==> src/rtl/awgn_stats_monitor_if.sv <==
// awgn_stats_monitor_if: sample-pair input and statistics result bundle
interface awgn_stats_monitor_if #(
    parameter int DATA_W = 16
);
    logic                       start;
    logic                       in_valid;
    logic signed [DATA_W-1:0]   x0;
    logic signed [DATA_W-1:0]   x1;
    logic                       busy;
    logic                       done;
    logic signed [DATA_W-1:0]   mean0;
    logic signed [DATA_W-1:0]   mean1;
    logic [2*DATA_W-1:0]        var0;
    logic [2*DATA_W-1:0]        var1;
    logic signed [2*DATA_W-1:0] xcorr;

    modport master (
        output start, in_valid, x0, x1,
        input  busy, done, mean0, mean1, var0, var1, xcorr
    );

    modport slave (
        input  start, in_valid, x0, x1,
        output busy, done, mean0, mean1, var0, var1, xcorr
    );
endinterface

==> src/rtl/awgn_stats_monitor.sv <==
// awgn_stats_monitor: windowed mean, variance and cross-moment of x0/x1 noise pairs
module awgn_stats_monitor #(
    parameter int DATA_W = 16,
    parameter int LOG2_N = 10
) (
    input  logic                clk,
    input  logic                reset,
    awgn_stats_monitor_if.slave bus
);
    localparam int SW = DATA_W + LOG2_N;
    localparam int PW = 2 * DATA_W;
    localparam int QW = PW + LOG2_N;
    localparam logic [2:0] IDLE  = 3'd0;
    localparam logic [2:0] ACCUM = 3'd1;
    localparam logic [2:0] CALC1 = 3'd2;
    localparam logic [2:0] CALC2 = 3'd3;
    localparam logic [2:0] DONE  = 3'd4;
    localparam logic [LOG2_N:0] N_CNT = {1'b1, {LOG2_N{1'b0}}};

    logic [2:0]               r_state;
    logic [LOG2_N:0]          r_cnt;
    logic signed [SW-1:0]     r_s0, r_s1;
    logic [QW-1:0]            r_q0, r_q1;
    logic signed [QW-1:0]     r_c;
    logic signed [DATA_W-1:0] r_m0, r_m1, r_mean0, r_mean1;
    logic [PW-1:0]            r_msq0, r_msq1, r_var0, r_var1;
    logic signed [PW-1:0]     r_xc, r_xcorr;
    logic signed [PW-1:0]     w_p00, w_p11, w_p01, w_mm0, w_mm1;
    logic [PW:0]              w_d0, w_d1;

    assign w_p00 = bus.x0 * bus.x0;
    assign w_p11 = bus.x1 * bus.x1;
    assign w_p01 = bus.x0 * bus.x1;
    assign w_mm0 = r_m0 * r_m0;
    assign w_mm1 = r_m1 * r_m1;
    // Extra top bit flags a negative variance caused by floor truncation of the mean.
    assign w_d0  = {1'b0, r_msq0} - {1'b0, w_mm0};
    assign w_d1  = {1'b0, r_msq1} - {1'b0, w_mm1};

    assign bus.busy  = r_state != IDLE;
    assign bus.done  = r_state == DONE;
    assign bus.mean0 = r_mean0;
    assign bus.mean1 = r_mean1;
    assign bus.var0  = r_var0;
    assign bus.var1  = r_var1;
    assign bus.xcorr = r_xcorr;

    // Window control: accumulate N valid pairs, then two register stages of post-processing.
    always_ff @(posedge clk) begin
        if (reset) begin
            r_state <= IDLE;
            r_cnt   <= '0;
            r_s0    <= '0;
            r_s1    <= '0;
            r_q0    <= '0;
            r_q1    <= '0;
            r_c     <= '0;
            r_m0    <= '0;
            r_m1    <= '0;
            r_msq0  <= '0;
            r_msq1  <= '0;
            r_xc    <= '0;
            r_mean0 <= '0;
            r_mean1 <= '0;
            r_var0  <= '0;
            r_var1  <= '0;
            r_xcorr <= '0;
        end else begin
            case (r_state)
                IDLE: if (bus.start) begin
                    r_state <= ACCUM;
                    r_cnt   <= '0;
                    r_s0    <= '0;
                    r_s1    <= '0;
                    r_q0    <= '0;
                    r_q1    <= '0;
                    r_c     <= '0;
                end
                ACCUM: if (r_cnt == N_CNT) begin
                    r_state <= CALC1;
                end else if (bus.in_valid) begin
                    r_cnt <= r_cnt + 1'b1;
                    r_s0  <= r_s0 + {{LOG2_N{bus.x0[DATA_W-1]}}, bus.x0};
                    r_s1  <= r_s1 + {{LOG2_N{bus.x1[DATA_W-1]}}, bus.x1};
                    r_q0  <= r_q0 + {{LOG2_N{1'b0}}, w_p00};
                    r_q1  <= r_q1 + {{LOG2_N{1'b0}}, w_p11};
                    r_c   <= r_c + {{LOG2_N{w_p01[PW-1]}}, w_p01};
                end
                CALC1: begin
                    r_state <= CALC2;
                    r_m0    <= r_s0[LOG2_N +: DATA_W];
                    r_m1    <= r_s1[LOG2_N +: DATA_W];
                    r_msq0  <= r_q0[LOG2_N +: PW];
                    r_msq1  <= r_q1[LOG2_N +: PW];
                    r_xc    <= r_c[LOG2_N +: PW];
                end
                CALC2: begin
                    r_state <= DONE;
                    r_mean0 <= r_m0;
                    r_mean1 <= r_m1;
                    r_var0  <= w_d0[PW] ? '0 : w_d0[PW-1:0];
                    r_var1  <= w_d1[PW] ? '0 : w_d1[PW-1:0];
                    r_xcorr <= r_xc;
                end
                default: r_state <= IDLE;
            endcase
        end
    end
endmodule

==> src/flat_wrapper.sv <==
// flat-port wrapper written by rule: the top's interface ports become plain ports
module awgn_stats_monitor_flat 
#(
    parameter int DATA_W = 16,
    parameter int LOG2_N = 10
)
  (clk, reset, bus_start, bus_in_valid, bus_x0, bus_x1, bus_busy, bus_done, bus_mean0, bus_mean1, bus_var0, bus_var1, bus_xcorr);
  awgn_stats_monitor_if #(.DATA_W(DATA_W)) bus_i ();
  input  logic clk;
  input  logic reset;
  input wire logic [$bits(bus_i.start)-1:0] bus_start;
  input wire logic [$bits(bus_i.in_valid)-1:0] bus_in_valid;
  input wire logic [$bits(bus_i.x0)-1:0] bus_x0;
  input wire logic [$bits(bus_i.x1)-1:0] bus_x1;
  output wire logic [$bits(bus_i.busy)-1:0] bus_busy;
  output wire logic [$bits(bus_i.done)-1:0] bus_done;
  output wire logic [$bits(bus_i.mean0)-1:0] bus_mean0;
  output wire logic [$bits(bus_i.mean1)-1:0] bus_mean1;
  output wire logic [$bits(bus_i.var0)-1:0] bus_var0;
  output wire logic [$bits(bus_i.var1)-1:0] bus_var1;
  output wire logic [$bits(bus_i.xcorr)-1:0] bus_xcorr;
  assign bus_i.start = bus_start;
  assign bus_i.in_valid = bus_in_valid;
  assign bus_i.x0 = bus_x0;
  assign bus_i.x1 = bus_x1;
  assign bus_busy = bus_i.busy;
  assign bus_done = bus_i.done;
  assign bus_mean0 = bus_i.mean0;
  assign bus_mean1 = bus_i.mean1;
  assign bus_var0 = bus_i.var0;
  assign bus_var1 = bus_i.var1;
  assign bus_xcorr = bus_i.xcorr;
  awgn_stats_monitor #(.DATA_W(DATA_W), .LOG2_N(LOG2_N)) u_core (.clk(clk), .reset(reset), .bus(bus_i));
endmodule
==> config.mk <==
export PLATFORM = sky130hd
export DESIGN_NAME = awgn_stats_monitor_flat
export DESIGN_NICKNAME = d
export VERILOG_FILES = /design/src/rtl/awgn_stats_monitor_if.sv /design/src/rtl/awgn_stats_monitor.sv /design/src/flat_wrapper.sv
export SDC_FILE = /design/constraint.sdc
export NUM_CORES = 2
export LEC_CHECK = 0
export ABC_AREA = 1
export BUFFER_PORTS_ARGS = -buffer_cell sky130_fd_sc_hd__buf_4
export CAP_MARGIN = 20
export CORE_UTILIZATION = 65
export DETAILED_ROUTE_END_ITERATION = 8
export PLACE_DENSITY_LB_ADDON = 0.12
export SKIP_CTS_REPAIR_TIMING = 1
export SLEW_MARGIN = 20
export SYNTH_ARGS = -nofsm -noshare
export SYNTH_HDL_FRONTEND = slang
export SYNTH_SLANG_ARGS = --single-unit
==> constraint.sdc <==
create_clock -name clk -period 10.1 [get_ports clk]
set_input_delay 0 -clock clk [delete_from_list [all_inputs] [get_ports clk]]
set_output_delay 0 -clock clk [all_outputs]
set_load 0.005 [all_outputs]
==> metrics.md <==
| Metric | Value |
|---|---|
| Status | finished, final reports clean |
| DRC viols | 0 |
| Worst Max-Slew Pin Slew | 1075 ps |
| Die Span X | 345.5 um |
| Most common library cell in the layout ignoring fill and taps | inv_1 |
| Iteration-0 DRC Markers | 5,310 |
| Die area | 0.1194 mm^2 |
| Filler cell count | 9,958 |
| Post-Route WL | 219.6 mm |
| Final setup TNS | 0 ps |
| Starting Density | 65.82% |
| Commonest non-fill, non-tap cells in the layout | inv_1, nand2_1, fa_1 |
| Final hold vios | 0 |
| Main synth FF type | dfxtp_1 |
| Syn Area/Cell | 7.403 um^2 |
| Top-Level Pins | 166 |
| Largest net degree at the start of global routing | 133 |
| Flops & latches, synth | 448 |
| DR vias/cell | 5.619 |
| Worst Path Required | 10,710 ps |
| Synth warn | 0 |
| Die span in y | 345.5 um |
| Share of cells above drive strength 1 | 3.649% |
| Diodes inserted | 0 |
| Total Nets Final | 12,197 |
| Max incr delay on CP | 860 ps |
| Clk buf depth | 3 |
| Post-synth EDFFs | 0 |
| HPWL Detailed | 176.9 mm |
| CP Data Arrival Time | 9070 ps |
| DP Worst Slack | 1739 ps |
| Synth area leader | fa_1 |
| Skew-Pair Late Insertion Delay | 680 ps |
| Root buffer cell | clkbuf_16 |
| Max FO, Critical Path | 18 |
| Antenna violations before repair | 5 |
| Synthesized area | 0.07669 mm^2 |
| Reg clk slew, reported paths | 70 ps |
| Fin crit period | 8459 ps |
| GP Congestion | 0.9975 |
| Final period util | 83.75% |
| FP Rows | 125 |
| Worst min path class | primary input to flip-flop |
| Crit path max-delay family | adder cells |
| CP max-delay cell | dfxtp_1 |
| Net Count, Synth | 12,272 |
| Final WS setup | 1641 ps |
| Max Fclk | 0.1182 GHz |
| Port bufs | 165 |
| First-pass GRT wire length | 360.2 mm |
| Cell variety after synth | 58 |
| Cts bufs inserted | 55 |
| Clk sinks | 448 |
| Sequential fraction of the synthesis area | 11.69% |
| WS Path Type | flip-flop to flip-flop |
| Total grt overflow | 0 |
| RSZ-0062 raised after global routing | false |
| Asr flop ratio synth | 0% |
| Core ar. | 0.1165 mm^2 |
| Vias | 66,618 |
| WL/cell | 18.53 um |
| Setup violators final | 0 |
| Post-Synthesis Cells | 10,359 |
| CP Capture Type | flip-flop |
| Overall routing resource usage | 37.75% |
| Antenna-violating nets left | 0 |
| Area share of the largest cell type after synthesis | 31.87% |
| Largest cells by area after synthesis | fa_1, inv_1, dfxtp_1 |
| Clock skew | 71.20 ps |
| CP bufs+invs | 7 |
| Startpoint types | flip-flop |
| Max Slew Vio Count | 0 |
| MaxCap Viol Count | 0 |
| Area Growth Syn to Fin | 5.180% |
| TritonCTS clock tree | yes |
| Rel. slew slack | 27.58% |
| H-tree levels | 2 |
| Number of global-route vias before repair | 69,081 |
| Drt pass-1 iters | 7 |
==> sequential cells by signal, indices dropped and copies added, names as in the netlist, 32 cells and up <==
| signal | count |
|---|---|
| u_core.bus.var1 | 32 |
| u_core.bus.xcorr | 32 |
| u_core.r_xc | 32 |
| u_core.r_msq0 | 32 |
| u_core.r_q1 | 42 |
| u_core.r_msq1 | 32 |
| u_core.bus.var0 | 32 |
| u_core.r_c | 42 |
| u_core.r_q0 | 42 |
==> cell type report <==
class	count	area (um^2)	share of cell area, %
clock buffer	68	1525	1.891
multi-input combinational	7128	57160	70.87
clock inverter	36	420.4	0.5212
timing repair buffer	188	1420	1.761
inverter	2463	9260	11.48
tap	1524	1907	2.364
sequential	448	8969	11.12
==> path summary, 6_finish.rpt <==
check,startpoint,to,slack (ps),cells past startpoint
worst max-delay path,u_core.r_m1[1]$_SDFFE_PP0N_,u_core.bus.var1[14]$_SDFFE_PP0P_,1640,30
worst min-delay path,bus_in_valid,u_core.r_s0[23]$_SDFFE_PP0P_,90,6
worst max register to register,u_core.r_m1[1]$_SDFFE_PP0N_,u_core.bus.var1[14]$_SDFFE_PP0P_,1640,30
worst min register to register,u_core.r_q1[40]$_SDFFE_PP0P_,u_core.r_msq1[30]$_SDFFE_PP0N_,470,2
==> cell usage after synthesis (50+ instances only) <==
cell type and number:
nand2_1 2037, nand3_1 298, ha_1 656, nor3_1 78, clkbuf_1 271, nor2_1 839, nand4_1 74, o21ai_1 65
a21o_1 50, a21oi_1 758, inv_1 2455, fa_1 1221, dfxtp_1 448, xor2_1 158, o21ai_0 513, xnor2_1 82
==> per-layer routing <==
metal | GRT usage (%) | up-vias | wire length (um)
li1 | - | 31364 | -
met1 | 50.49 | 32180 | 90630
met2 | 61.09 | 2575 | 100600
met3 | 6.793 | 489 | 19200
met4 | 14.49 | 10 | 9089
met5 | 0 | - | 69
==> cells by family after synthesis <==
| logic type | Yosys count | synth area share [%] |
|---|---|---|
| flops | 448 | 11.69 |
| buf+inv | 2783 | 13.79 |
| simple gates | 3452 | 18.25 |
| compound gates | 1559 | 10.95 |
| xor+xnor | 240 | 2.741 |
| fa+ha+maj | 1877 | 42.57 |
==> through the flow <==
stage                     cell area, um^2  cells  hold WS [ps]  utilization, %
final                               80660  11855         94.53           69.23
after global routing                80660  11855         93.22           69.23
after CTS                           80640  11853        -341.5           69.21
after detailed placement            78700  11749         387.8           67.54
after global placement              78700  11749         381.0           67.54
after floorplan                     76690  10359         279.5               -
==> tightest hold or removal path, cell delays in order <==
cell	delay, ps
buf_4	120
o21ai_1	70
nand3b_1	180
buf_4	220
nand2_1	80
a21oi_1	60
Power is not shown: default switching activity piles up to over one toggle a cycle in this logic, so the estimate is an artifact.
